File: src/rtl/uart_tx_serializer_pkg.sv
// uart_pkg: shared types and constants for the UART TX serializer slice.
//   tx_state_e      - transmitter FSM state encoding
//   UART_DATA_BITS  - data bits per frame (8N1)
//   UART_LINE_IDLE  - line level for idle and stop bit
package uart_pkg;

   localparam int   UART_DATA_BITS = 8;
   localparam logic UART_LINE_IDLE = 1'b1;

   typedef enum logic [2:0] {
      IDLE  = 3'd0,
      START = 3'd1,
      DATA  = 3'd2,
      STOP  = 3'd3,
      DONE  = 3'd4
   } tx_state_e;

endpackage

File: src/rtl/uart_tx_serializer_if.sv
// uart_tx_serializer_if: byte request path from the Wishbone TX slave into
// the serializer, plus the FIFO status fed back to the slave.
//   tx_data       - byte to send
//   tx_data_valid - level request, one byte per high period
//   fifo_full     - FIFO holds FIFO_DEPTH bytes
//   fifo_empty    - FIFO holds no bytes
//   overflow      - one-cycle pulse when a request was dropped
interface uart_tx_serializer_if;

   logic [uart_pkg::UART_DATA_BITS-1:0] tx_data;
   logic                                tx_data_valid;
   logic                                fifo_full;
   logic                                fifo_empty;
   logic                                overflow;

   modport master (output tx_data, tx_data_valid,
                   input  fifo_full, fifo_empty, overflow);

   modport slave  (input  tx_data, tx_data_valid,
                   output fifo_full, fifo_empty, overflow);

endinterface

File: src/rtl/uart_tx_serializer_byte_fifo.sv
// byte_fifo: synchronous FIFO, power-of-2 depth, head shown combinationally.
//   clk_i, rst_i  - clock, async active-low reset
//   push_i, din_i - write request and data
//   pop_i, dout_o - read request and head data
//   full_o        - registered, count == DEPTH after this cycle
//   empty_o       - registered, count == 0 after this cycle
module byte_fifo #(
   parameter int DEPTH = 4,
   parameter int WIDTH = 8
) (
   input  logic             clk_i,
   input  logic             rst_i,
   input  logic             push_i,
   input  logic             pop_i,
   input  logic [WIDTH-1:0] din_i,
   output logic [WIDTH-1:0] dout_o,
   output logic             full_o,
   output logic             empty_o
);

   localparam int          AW       = $clog2(DEPTH);
   localparam logic [AW:0] FULL_CNT = (AW+1)'(DEPTH);

   logic [WIDTH-1:0] mem_q [DEPTH];
   logic [AW-1:0]    rd_q, wr_q;
   logic [AW:0]      count_q, count_d;
   logic             do_push, do_pop;

   // Full check uses the pre-pop count, so a pop frees the slot this cycle.
   assign do_pop  = pop_i && !empty_o;
   assign do_push = push_i && (!full_o || do_pop);
   assign dout_o  = mem_q[rd_q];

   always_comb begin
      count_d = count_q;
      unique case ({do_push, do_pop})
         2'b10:   count_d = count_q + 1'b1;
         2'b01:   count_d = count_q - 1'b1;
         default: count_d = count_q;
      endcase
   end

   always_ff @(posedge clk_i) begin
      if (do_push) mem_q[wr_q] <= din_i;
   end

   // Pointers are AW bits wide, so they wrap mod DEPTH on their own.
   always_ff @(posedge clk_i or negedge rst_i) begin
      if (!rst_i) begin
         rd_q    <= '0;
         wr_q    <= '0;
         count_q <= '0;
         full_o  <= 1'b0;
         empty_o <= 1'b1;
      end else begin
         if (do_push) wr_q <= wr_q + 1'b1;
         if (do_pop)  rd_q <= rd_q + 1'b1;
         count_q <= count_d;
         full_o  <= (count_d == FULL_CNT);
         empty_o <= (count_d == '0);
      end
   end

endmodule

File: src/rtl/uart_tx_serializer.sv
// uart_tx_serializer: queues bytes from a level-held request and sends them
// as 8N1 frames, LSB first.
//   clk_i, rst_i        - clock, async active-low reset
//   bus (slave)         - byte request in, FIFO status / overflow out
//   tx_o                - serial line, idles high (registered)
//   tx_active_o         - high from first start-bit cycle to last stop cycle
//   transmission_done_o - one-cycle pulse after each stop bit
module uart_tx_serializer
   import uart_pkg::*;
#(
   parameter int CLKS_PER_BIT = 234,
   parameter int FIFO_DEPTH   = 4
) (
   input  logic                 clk_i,
   input  logic                 rst_i,
   uart_tx_serializer_if.slave  bus,
   output logic                 tx_o,
   output logic                 tx_active_o,
   output logic                 transmission_done_o
);

   localparam int                CW       = $clog2(CLKS_PER_BIT);
   localparam logic [CW-1:0]     LAST_CNT = CW'(CLKS_PER_BIT - 1);
   localparam logic [2:0]        LAST_IDX = 3'(UART_DATA_BITS - 1);

   tx_state_e                 state_q;
   logic [CW-1:0]             cnt_q;
   logic [2:0]                idx_q;
   logic [UART_DATA_BITS-1:0] shift_q;
   logic                      valid_q, overflow_q;
   logic                      push, pop;
   logic                      fifo_full, fifo_empty;
   logic [UART_DATA_BITS-1:0] fifo_dout;

   // One push per high period of the level request.
   assign push = bus.tx_data_valid && !valid_q;
   assign pop  = (state_q == IDLE) && !fifo_empty;

   assign bus.fifo_full  = fifo_full;
   assign bus.fifo_empty = fifo_empty;
   assign bus.overflow   = overflow_q;

   byte_fifo #(.DEPTH(FIFO_DEPTH), .WIDTH(UART_DATA_BITS)) u_fifo (
      .clk_i   (clk_i),
      .rst_i   (rst_i),
      .push_i  (push),
      .pop_i   (pop),
      .din_i   (bus.tx_data),
      .dout_o  (fifo_dout),
      .full_o  (fifo_full),
      .empty_o (fifo_empty)
   );

   always_ff @(posedge clk_i or negedge rst_i) begin
      if (!rst_i) begin
         valid_q    <= 1'b0;
         overflow_q <= 1'b0;
      end else begin
         valid_q    <= bus.tx_data_valid;
         overflow_q <= push && fifo_full && !pop;
      end
   end

   // Outputs are set on the transition into each state so they are
   // registered yet line up with the state they belong to.
   always_ff @(posedge clk_i or negedge rst_i) begin
      if (!rst_i) begin
         state_q             <= IDLE;
         cnt_q               <= '0;
         idx_q               <= '0;
         shift_q             <= '0;
         tx_o                <= UART_LINE_IDLE;
         tx_active_o         <= 1'b0;
         transmission_done_o <= 1'b0;
      end else begin
         transmission_done_o <= 1'b0;
         unique case (state_q)
            IDLE: begin
               if (pop) begin
                  shift_q     <= fifo_dout;
                  cnt_q       <= '0;
                  tx_o        <= 1'b0;
                  tx_active_o <= 1'b1;
                  state_q     <= START;
               end
            end
            START: begin
               if (cnt_q == LAST_CNT) begin
                  cnt_q   <= '0;
                  idx_q   <= '0;
                  tx_o    <= shift_q[0];
                  state_q <= DATA;
               end else begin
                  cnt_q <= cnt_q + 1'b1;
               end
            end
            DATA: begin
               if (cnt_q == LAST_CNT) begin
                  cnt_q <= '0;
                  if (idx_q == LAST_IDX) begin
                     tx_o    <= UART_LINE_IDLE;
                     state_q <= STOP;
                  end else begin
                     idx_q   <= idx_q + 1'b1;
                     shift_q <= shift_q >> 1;
                     tx_o    <= shift_q[1];
                  end
               end else begin
                  cnt_q <= cnt_q + 1'b1;
               end
            end
            STOP: begin
               if (cnt_q == LAST_CNT) begin
                  cnt_q               <= '0;
                  tx_active_o         <= 1'b0;
                  transmission_done_o <= 1'b1;
                  state_q             <= DONE;
               end else begin
                  cnt_q <= cnt_q + 1'b1;
               end
            end
            DONE: begin
               state_q <= IDLE;
            end
            default: begin
               tx_o        <= UART_LINE_IDLE;
               tx_active_o <= 1'b0;
               state_q     <= IDLE;
            end
         endcase
      end
   end

endmodule

File: src/flat_wrapper.sv
// flat-port wrapper written by rule: the top's interface ports become plain ports
module uart_tx_serializer_flat import uart_pkg::*;
#(
   parameter int CLKS_PER_BIT = 234,
   parameter int FIFO_DEPTH   = 4
)
  (clk_i, rst_i, tx_o, tx_active_o, transmission_done_o, bus_tx_data, bus_tx_data_valid, bus_fifo_full, bus_fifo_empty, bus_overflow);
  uart_tx_serializer_if bus_i ();
  input  logic clk_i;
  input  logic rst_i;
  output logic tx_o;
  output logic tx_active_o;
  output logic transmission_done_o;
  input wire logic [$bits(bus_i.tx_data)-1:0] bus_tx_data;
  input wire logic [$bits(bus_i.tx_data_valid)-1:0] bus_tx_data_valid;
  output wire logic [$bits(bus_i.fifo_full)-1:0] bus_fifo_full;
  output wire logic [$bits(bus_i.fifo_empty)-1:0] bus_fifo_empty;
  output wire logic [$bits(bus_i.overflow)-1:0] bus_overflow;
  assign bus_i.tx_data = bus_tx_data;
  assign bus_i.tx_data_valid = bus_tx_data_valid;
  assign bus_fifo_full = bus_i.fifo_full;
  assign bus_fifo_empty = bus_i.fifo_empty;
  assign bus_overflow = bus_i.overflow;
  uart_tx_serializer #(.CLKS_PER_BIT(CLKS_PER_BIT), .FIFO_DEPTH(FIFO_DEPTH)) u_core (.clk_i(clk_i), .rst_i(rst_i), .bus(bus_i), .tx_o(tx_o), .tx_active_o(tx_active_o), .transmission_done_o(transmission_done_o));
endmodule
File: config.mk
export PLATFORM = sky130hd
export DESIGN_NAME = uart_tx_serializer_flat
export DESIGN_NICKNAME = d
export VERILOG_FILES = /design/src/rtl/uart_tx_serializer_pkg.sv /design/src/rtl/uart_tx_serializer_if.sv /design/src/rtl/uart_tx_serializer_byte_fifo.sv /design/src/rtl/uart_tx_serializer.sv /design/src/flat_wrapper.sv
export SDC_FILE = /design/constraint.sdc
export NUM_CORES = 1
export LEC_CHECK = 0
export ABC_AREA = 1
export CAP_MARGIN = 20
export CORE_MARGIN = 4
export CORE_UTILIZATION = 64
export DETAILED_ROUTE_END_ITERATION = 12
export PLACE_DENSITY = 0.84
export SLEW_MARGIN = 20
export SYNTH_ARGS = -nofsm -noshare
export SYNTH_HDL_FRONTEND = slang
export SYNTH_SLANG_ARGS = --single-unit
File: constraint.sdc
create_clock -name clk_i -period 4.3 [get_ports clk_i]
set_clock_uncertainty 0.05 [all_clocks]
set_input_delay 0.43 -clock clk_i [delete_from_list [all_inputs] [get_ports clk_i]]
set_output_delay 0.43 -clock clk_i [all_outputs]
set_load 0.01 [all_outputs]
* Word-level counts from Yosys, hierarchy flattened
Memory sizes are Yosys's and may differ from the RTL's.
Cells that the tools add are included.
** Storage, ports and cells
- Register bits after elaboration :: 36
- RAM bits :: 32
- Output and inout port bits :: 6
- Logic and storage cells :: 93
- Memories kept :: 1
** Memory list
- u_core.u_fifo.mem_q :: words 4, bits a word 8, rd ports 1, clocked after Yosys merged registers in 0, wr ports 1, line uart_tx_serializer_byte_fifo.sv:24 : logic [WIDTH-1:0] mem_q [DEPTH];
** Operators by class
- Add/subtract/negate cells :: 6
- Equal/unequal tests :: 15
- Multiplexer cells :: 30
- Bitwise gates (word level) :: 2
- Reductions and logical operators :: 25
** Operators with widths (count)
- $mux 8 :: 5
- $pmux 8 s2 :: 2
- $mux 3 :: 8
- $pmux 3 s2 :: 2
- $pmux 3 s4 :: 1
- $reduce_and 4->1 :: 3
- $mux 1 :: 10
- $ne 2x1->1 const B :: 5
- $eq 3x3->1 const B :: 3
- $add 8x1->8 const B :: 1
- $eq 8x8->1 const B :: 1
- $add 3x1->3 const B :: 2
- $eq 3x2->1 const B :: 2
- $logic_and 1x1->1 :: 6
- $logic_not 3->1 :: 2
- $reduce_bool 2->1 :: 3
- $reduce_or 3->1 :: 2
- $reduce_and 5->1 :: 1
- $add 2x1->2 const B :: 2
- $logic_not 1->1 :: 4
- $pmux 1 s4 :: 1
- $eq 3x1->1 const B :: 1
- $pmux 1 s3 :: 1
- $reduce_and 3->1 :: 1
- other kinds (8) :: 9

* Longest topological paths before layout
Gate-level depths: netlist of run 1.
- Depth in word-level cells :: 8
- Mapped depth :: 14
- Gate-level depth less buffers :: 13

* Cells and area by module
From an unflattened synthesis of run 1, not the netlist that was laid out.
** Unflattened totals
- Cells, all modules :: 330
- Area, all modules :: 3150.5 sq um
** By module, submodules not included
- byte_fifo :: times used 1, cells each 134, area each 1682.9 sq um, sequential area each 1187.4 sq um
- uart_tx_serializer :: times used 1, cells each 196, area each 1467.7 sq um, sequential area each 676.9 sq um

* Least setup slack after synthesis of run 1
No wires, ideal clock.
- Kind :: flip-flop to flip-flop
- Start point :: register u_core.u_fifo.empty_o
- End point :: register u_core.u_fifo.empty_o
- Setup time :: 0.067 ns
- Arrival :: 2.160 ns
- Data required time :: 4.183 ns
- Slack :: 2.023 ns
- Stages on the path, launching flop included :: 10
- Clock period less this slack :: 2.277 ns
- Path through :: dfstp_2 nand3b_2 nand2_1 nand2_2 ha_1 inv_1 fa_1 o21ai_0 or2_2 nor2_1
** On the way
- Word-level cells in the longest chain between the ends :: 8
- Elaborated cells on any way between the ends :: 9
- Classes of those cells :: 2 x eq/ne; 1 x mux; 6 x reduce/logical
** Ends and longest elaborated chain
- start, declared :: line uart_tx_serializer_byte_fifo.sv:18 : output logic empty_o
- start signal, assigned :: line uart_tx_serializer_byte_fifo.sv:60 : empty_o <= (count_d == '0);
- $logic_not 1->1 (*) :: line uart_tx_serializer_byte_fifo.sv:30, uart_tx_serializer.sv:37
- $logic_and 1x1->1 :: line uart_tx_serializer.sv:37 : assign pop = (state_q == IDLE) && !fifo_empty;
- $logic_and 1x1->1 (*) :: line uart_tx_serializer_byte_fifo.sv:30 : assign do_pop = pop_i && !empty_o;
- $logic_or 1x1->1 :: line uart_tx_serializer_byte_fifo.sv:31 : assign do_push = push_i && (!full_o || do_pop);
- $logic_and 1x1->1 :: line uart_tx_serializer_byte_fifo.sv:31
- $eq 2x1->1 or $eq 2x2->1 (tied branches) :: line uart_tx_serializer_byte_fifo.sv:36 : unique case ({do_push, do_pop})
- $pmux 3 s2 (*) :: line uart_tx_serializer_byte_fifo.sv:36
- named net u_core.u_fifo.count_d[1] :: line uart_tx_serializer_byte_fifo.sv:26 : logic [AW:0] count_q, count_d;
- $logic_not 3->1 (*) :: line uart_tx_serializer_byte_fifo.sv:60
Mark *: on every way through the listed nets, which the timed path passes. The rest lies on a longest branch.
A chain may end at the register's enable or synchronous reset.

* Worst setup path after layout of run 1
- Start point :: register u_core.state_q[2]
- End point :: register u_core.u_fifo.empty_o
** On the way
- Word-level cells in the longest chain between the ends :: 8
- Elaborated cells on any way between the ends :: 9
- Classes of those cells :: 2 x eq/ne; 1 x mux; 6 x reduce/logical
** Ends and longest elaborated chain
- start, declared :: line uart_tx_serializer.sv:26 : tx_state_e state_q;
- start signal, assigned :: line uart_tx_serializer.sv:68 : state_q <= IDLE;
- start signal, assigned :: line uart_tx_serializer.sv:84 : state_q <= START;
- start signal, assigned :: line uart_tx_serializer.sv:92 : state_q <= DATA;
- $logic_not 3->1 (*) :: line uart_tx_serializer.sv:37
- $logic_and 1x1->1 (*) :: line uart_tx_serializer.sv:37
- $logic_and 1x1->1 (*) :: line uart_tx_serializer_byte_fifo.sv:30
- $logic_or 1x1->1 :: line uart_tx_serializer_byte_fifo.sv:31
- $logic_and 1x1->1 :: line uart_tx_serializer_byte_fifo.sv:31
- $eq 2x1->1 or $eq 2x2->1 (tied branches) :: line uart_tx_serializer_byte_fifo.sv:36
- $pmux 3 s2 (*) :: line uart_tx_serializer_byte_fifo.sv:36
- named net u_core.u_fifo.count_d[1] :: line uart_tx_serializer_byte_fifo.sv:26
- $logic_not 3->1 (*) :: line uart_tx_serializer_byte_fifo.sv:60
Marks and branches as above.

==> metrics.md, run 1 <==
| Metric | Value |
|---|---|
| Status | finished clean |
| IO Count | 17 |
| Share of power burned in registers | 51.8% |
| Leak pwr | 0.001683 uW |
| Syn_nets | 361 |
| Post-synth top cells | nand2_1, dfrtp_1, inv_1, nand3_1, edfxtp_1 |
| CP startpoint kind | register |
| Clock Power Share | 37.4% |
| Min Clock Period, post-route | 2.542 ns |
| RSZ-0062 raised after global routing | no |
| # placed instances | 416 |
| GRT Overall Usage | 22.18% |
| Post-synthesis sequential area ratio | 57.26% |
| Pwr Density | 409.8 nW/um2 |
| Combinational power share | 10.7% |
| Gr ovfl total | 0 |
| Area contributors post-synth | edfxtp_1, dfrtp_1, nand2_1, nand3_1, inv_1 |
| WL/cell | 13.91 um |
| Post-synth ARST share | 52.94% |
| Diode count | 0 |
| Max Cap Violations | 0 |
| Internal | 1134 uW |
| Hold Path Class | in -> async |
| CTS tree | done |
| Port bufs | 16 |
| GP Congestion | 0.8649 |
| Switching share of power | 24.39% |
| Total setup buffers inserted after CTS | 0 |
| Crit-path cells | inv_1 -> nand3b_2 -> nand2_1 -> nand2_2 -> ha_1 -> inv_1 -> fa_1 -> o21ai_0 -> or2_2 -> nor2_1 |
| Kind of critical path | reg -> reg |
| CP arrival | 2.77 ns |
| Die Height | 79.32 um |
| Filler Cell Count | 342 |
| CTS Sinks | 68 |
| Drt drc | 0 |
| First-pass GRT wire length | 10,540 um |
| Synthesized flop and latch total | 68 |
| Yosys cell types | 37 |
| Predominant post-synthesis flop cell | dfrtp_1 |
| Worst Setup SP | u_core.state_q[2] |
| Die Width | 79.32 um |
| Worst-Margin Slew | 0.7898 ns |
| Total vias in the final route | 2,270 |
| # nets final | 381 |
| CTS Root Buffer Type | clkbuf_8 |
| Synth area leader | edfxtp_1 |
| Router iterations before antenna repair | 4 |
| Core area | 4817 um2 |
| Crit path required time | 4.52 ns |
| Via density | 5.255 |
| Origin of the critical flop-to-flop path | u_core.state_q[2] |
| Starting DRT DRC Count | 142 |
| Mean Syn Cell Area | 9.575 um2 |
| CTS clk-pin slew, worst paths | 0.08 ns |
| Largest driver fanout on the critical path | 9 |
| TritonCTS Buffers | 9 |
| Critical-path top delay cell | dfrtp_1 |
| Initial antenna violation count | 0 |
| Clock Tree Buf Depth | 2 |
| Share of layout cells above drive strength 1 | 12.05% |
| Hold_buf cts | 0 |
| Hpwl dp | 4222 um |
| Max-slew violations | 0 |
| Final WL | 6011 um |
| Starting density of the core | 67.58% |
| Slew margin rel. | 47.34% |
| Latest clock arrival within the worst-skew pair | 0.34 ns |
| Final Hold Fails | 0 |
| CP Capture Type | register |
| Resize count post-CTS | 0 |
| FMAX | 393.4 MHz |
| Fin Setup TNS | 0 ns |
| Slowest stage delay, CP | 0.57 ns |
| Post-synth EDFFs | 32 |
| Die area | 6292 um2 |
| Cell Count, Final, Fillers Out | 432 |
| Row Count | 25 |
| NetSw | 365.9 uW |
| Final number of setup-violating endpoints | 0 |
| Peak supply drop | 0.3009 mV |
| Antenna viol nets, final | 0 |
| Largest net degree at the start of global routing | 37 |
| Layout Area Growth over Synthesis | 12.45% |
| Vias in the first global route | 2,312 |
| Mapped Area | 3256 um2 |
| Ys Warns | 0 |
| Yosys top cell area share | 29.52% |
| Final period util | 59.11% |
| CTS HTree Levels | 3 |
| Synthesized instance count | 340 |
| Cell with the most instances after synthesis | nand2_1 |
| Crit path top cell by count | inv_1 |
cells by family (layout without fill, tap and decap cells):
kind of cell / count (synthesis) / count (layout) / synth area share [%]
AO/OA/AOI/OAI: 21 / 21 / 3.843
AND/OR/NAND/NOR: 189 / 189 / 27.21
flip-flops: 68 / 68 / 57.26
buffers and inverters: 47 / 72 / 6.264
adder cells (fa/ha/maj): 10 / 10 / 4.074
XOR/XNOR: 5 / 5 / 1.345
final timing paths:
| kind | to | slack (ns) | depth (start not counted) |
|---|---|---|---|
| worst max register to register | u_core.u_fifo.empty_o | 1.76 | 10 |
| worst min-delay path | u_core.idx_q[1] | 0.11 | 1 |
| min in group clk_i | u_core.tx_o | 0.42 | 2 |
| worst max-delay path | u_core.u_fifo.empty_o | 1.76 | 10 |
| worst min register to register | u_core.tx_o | 0.42 | 2 |
| max in group asynchronous | u_core.u_fifo.rd_q[1] | 3.58 | 1 |
registers in the layout, summed over array words and instances (netlist names):
signal and count:
u_core.u_fifo.rd_q 2, u_core.shift_q 8, u_core.u_fifo.mem_q 32, u_core.idx_q 3
u_core.u_fifo.count_q 3, u_core.bus.overflow 1, u_core.cnt_q 8, u_core.valid_q 1
u_core.tx_o 1, u_core.u_fifo.empty_o 1, u_core.tx_active_o 1, u_core.state_q 3
u_core.transmission_done_o 1, u_core.u_fifo.full_o 1, u_core.u_fifo.wr_q 2
power by group through the flow:
stage / clock, uW / sequential, uW / combinational [uW]
6_report: 562 / 777 / 161
5_1_grt: 602 / 784 / 188
4_1_cts: 568 / 777 / 165
3_5_place_dp: 0 / 788 / 166
3_3_place_gp: 0 / 787 / 154
2_1_floorplan: 0 / 783 / 107
layout make-up:
type                       instances  area (um2)  share of cell area (%)
sequential                        68        1864                   50.92
multi-input combinational        225        1187                   32.43
timing repair buffer              16       155.1                   4.238
inverter                          40       155.1                   4.238
clock buffer                       9       123.9                   3.383
clock inverter                     7       91.34                   2.495
tap                               67       83.83                   2.290
worst max-delay path: cells and delay by family (launching register included):
kind	cells	cell delay, ns
buf+inv	2	0.21
fa+ha+maj	2	0.69
compound gates	1	0.10
simple gates	5	0.85
flops	1	0.57
per-stage QoR:
step | instance area, um2 | worst slack (ns) | util (%) | hold slack [ns] | total power (uW)
floorplan | 3256 | 2.023 | - | 0.08441 | 889.4
global placement | 3446 | 1.819 | 71.53 | 0.4044 | 941.1
detailed placement | 3446 | 1.690 | 71.53 | 0.4118 | 954.1
CTS | 3661 | 1.732 | 76.00 | 0.1395 | 1510
global route | 3661 | 1.538 | 76.00 | 0.1809 | 1574
finish | 3661 | 1.758 | 76.00 | 0.1074 | 1500
placed cells by master (no fill, tap or decap), types with 3 or more instances in the layout:
master,synthesis,layout
ha_1,9,9
nor2_1,14,14
nand3_1,34,34
a21oi_1,8,8
o21ai_1,3,3
edfxtp_1,32,32
nand2_4,4,4
inv_2,5,5
dfrtp_1,34,34
clkdlybuf4s50_1,0,15
o21ai_0,3,3
inv_1,34,34
clkinvlp_4,0,3
xor2_1,4,4
nand4_1,6,6
clkbuf_8,0,9
nand2_1,115,115
nand3_2,4,4
layer usage:
metal	wire length, um	GRT usage [%]	vias to the layer above
li1	-	-	1139
met1	2571	26.71	1074
met2	3081	36.87	43
met3	218	5.669	14
met4	139	11.17	0
met5	0	0	-
Note: power is estimated with default switching activity, not from simulation.
==> run 2: changes to the inputs <==
--- a/config.mk
+++ b/config.mk
@@ -8,9 +8,9 @@
 export ABC_AREA = 1
 export CAP_MARGIN = 20
 export CORE_MARGIN = 4
-export CORE_UTILIZATION = 64
+export CORE_UTILIZATION = 54
 export DETAILED_ROUTE_END_ITERATION = 12
-export PLACE_DENSITY = 0.84
+export PLACE_DENSITY = 0.76
 export SLEW_MARGIN = 20
 export SYNTH_ARGS = -nofsm -noshare
 export SYNTH_HDL_FRONTEND = slang
==> constraint.sdc (replaced) <==
create_clock -name clk_i -period 2.3 [get_ports clk_i]
set_clock_uncertainty 0.05 [all_clocks]
set_input_delay 0.23 -clock clk_i [delete_from_list [all_inputs] [get_ports clk_i]]
set_output_delay 0.23 -clock clk_i [all_outputs]
set_load 0.01 [all_outputs]
==> metrics.md, run 2 (synthesized netlist as in run 1, its figures left out) <==
| Metric | Value |
|---|---|
| Status | finished clean |
| TritonCTS Buffers | 9 |
| Initial antenna violation count | 0 |
| Slowest stage delay, CP | 0.52 ns |
| Peak supply drop | 0.4462 mV |
| Worst R2R Setup Slack | 0.11 ns |
| IO Count | 17 |
| WP buf/inv | 1 |
| Core area | 5886 um2 |
| Gr ovfl total | 0 |
| Starting density of the core | 55.31% |
| CTS HTree Levels | 3 |
| Total power | 2795 uW |
| Share of layout cells above drive strength 1 | 15.83% |
| Most frequent cells in the layout | nand2_1, inv_1, dfrtp_1 |
| Router iterations before antenna repair | 4 |
| Die Height | 85.65 um |
| Slew margin rel. | 47.42% |
| Final number of setup-violating endpoints | 0 |
| Leak pwr | 0.001751 uW |
| CP Capture Type | register |
| Drt drc | 0 |
| Pwr Density | 739.5 nW/um2 |
| Finished Cell Area | 3780 um2 |
| Port bufs | 16 |
| Total vias in the final route | 2,371 |
| Final Hold Fails | 0 |
| Max FFs per register | 32 |
| Layout Area Growth over Synthesis | 16.10% |
| Fin Setup TNS | 0 ns |
| Commonest non-fill, non-tap cell in the layout | nand2_1 |
| Max-slew violations | 0 |
| Row Count | 28 |
| Vias in the first global route | 2,288 |
| # nets final | 395 |
| Antenna viol nets, final | 0 |
| Final period util | 95.25% |
| First-pass GRT wire length | 10,440 um |
| CTS tree | done |
| Area post-placement | 3538 um2 |
| Die area | 7335 um2 |
| Die Width | 85.65 um |
| Hpwl dp | 4125 um |
| Crit path required time | 2.53 ns |
| CTS Sinks | 68 |
| Biggest register | u_core.u_fifo.mem_q |
| Largest driver fanout on the critical path | 4 |
| Largest registers | u_core.u_fifo.mem_q: 32 flops, u_core.cnt_q: 8 flops, u_core.shift_q: 8 flops |
| CTS Root Buffer Type | clkbuf_8 |
| Top Family by Delay on Critical Path | simple AND/OR/NAND/NOR gates |
| CP arrival | 2.42 ns |
| Final WL | 6069 um |
| CTS clk-pin slew, worst paths | 0.07 ns |
| CP startpoint kind | register |
| Starting DRT DRC Count | 154 |
| Max Cap Violations | 0 |
| GP Congestion | 0.7831 |
| Kind of critical path | reg -> reg |
| Worst-Margin Slew | 0.7887 ns |
| WL/cell | 13.37 um |
| Clock Tree Buf Depth | 2 |
| Critical-path top delay cell | dfstp_2 |
| Hold Path Class | in -> reg |
| Min Clock Period, post-route | 2.191 ns |
| GRT Overall Usage | 18.36% |
| Diode count | 0 |
| FMAX | 456.5 MHz |
| Largest net degree at the start of global routing | 37 |
| Via density | 5.222 |
| Crit-path cells | nand3b_2 -> nand2_1 -> nand2_2 -> ha_1 -> inv_1 -> fa_1 -> o21ai_1 -> or2_2 -> nor2_1 |
| Latest clock arrival within the worst-skew pair | 0.35 ns |
[run 2: cell types whose count changed in the layout (fill, tap and decap cells not counted), sizes merged]
cell         delta
clkinvlp        -1
inv             +3
dlygate4sd3     +1
buf            +13
bufinv          -1
clkinv          -1
[run 2: per-layer routing]
metal | track usage (%) | vias to the layer above | wire length, um
met4 | 7.482 | 0 | 77
met3 | 5.091 | 9 | 273
met5 | 0 | - | 0
met2 | 29.73 | 46 | 3052
met1 | 23.36 | 1141 | 2665
li1 | - | 1175 | -
[run 2: layout make-up]
class                      count  area (um2)
tap                           75       93.84
clock buffer                   9       123.9
multi-input combinational    225        1200
fill                         483        2106
sequential                    68        1864
inverter                      40       155.1
clock inverter                 7       80.08
timing repair buffer          30       262.8
[run 2: worst reg2reg max path: cells and delay by family, from the launching register on]
kind | cells | cell delay (ns)
simple gates | 5 | 0.72
compound gates | 1 | 0.08
fa+ha+maj | 2 | 0.68
buf+inv | 1 | 0.08
flops | 1 | 0.52
[run 2: path summary, 6_finish.rpt]
| check | depth (start not counted) | to | from |
|---|---|---|---|
| setup / recovery | 9 | u_core.u_fifo.empty_o | u_core.u_fifo.empty_o |
| hold / removal | 1 | u_core.valid_q | bus_tx_data_valid |
| setup reg to reg | 9 | u_core.u_fifo.empty_o | u_core.u_fifo.empty_o |
| hold reg to reg | 2 | u_core.tx_o | u_core.tx_o |
| max in group asynchronous | 2 | u_core.u_fifo.wr_q[1] | rst_i |
| min in group asynchronous | 2 | u_core.shift_q[4] | rst_i |
[run 2: report_power, final]
group          total, uW  switching (uW)  internal (uW)
sequential          1440            45.5           1390
combinational        351             203            147
clock               1010             494            513
[run 2: repair_timing]
item	4_1_cts	5_1_grt
setup buffers	0	2
resized for setup	0	3
hold buffers	1	0
hold endpoints to repair	34	0
setup endpoints to repair	0	3
[run 2: stage by stage]
stage | std cells | hold slack, ns | utilization, % | setup slack, ns
2_1_floorplan | 340 | -0.1156 | - | 0.02251
3_3_place_gp | 435 | 0.3151 | 60.12 | 0.1106
3_5_place_dp | 435 | 0.3175 | 60.12 | -0.008941
4_1_cts | 452 | 0.2885 | 63.75 | 0.07490
5_1_grt | 454 | 0.3222 | 64.22 | -0.01945
6_report | 454 | 0.3022 | 64.22 | 0.1093
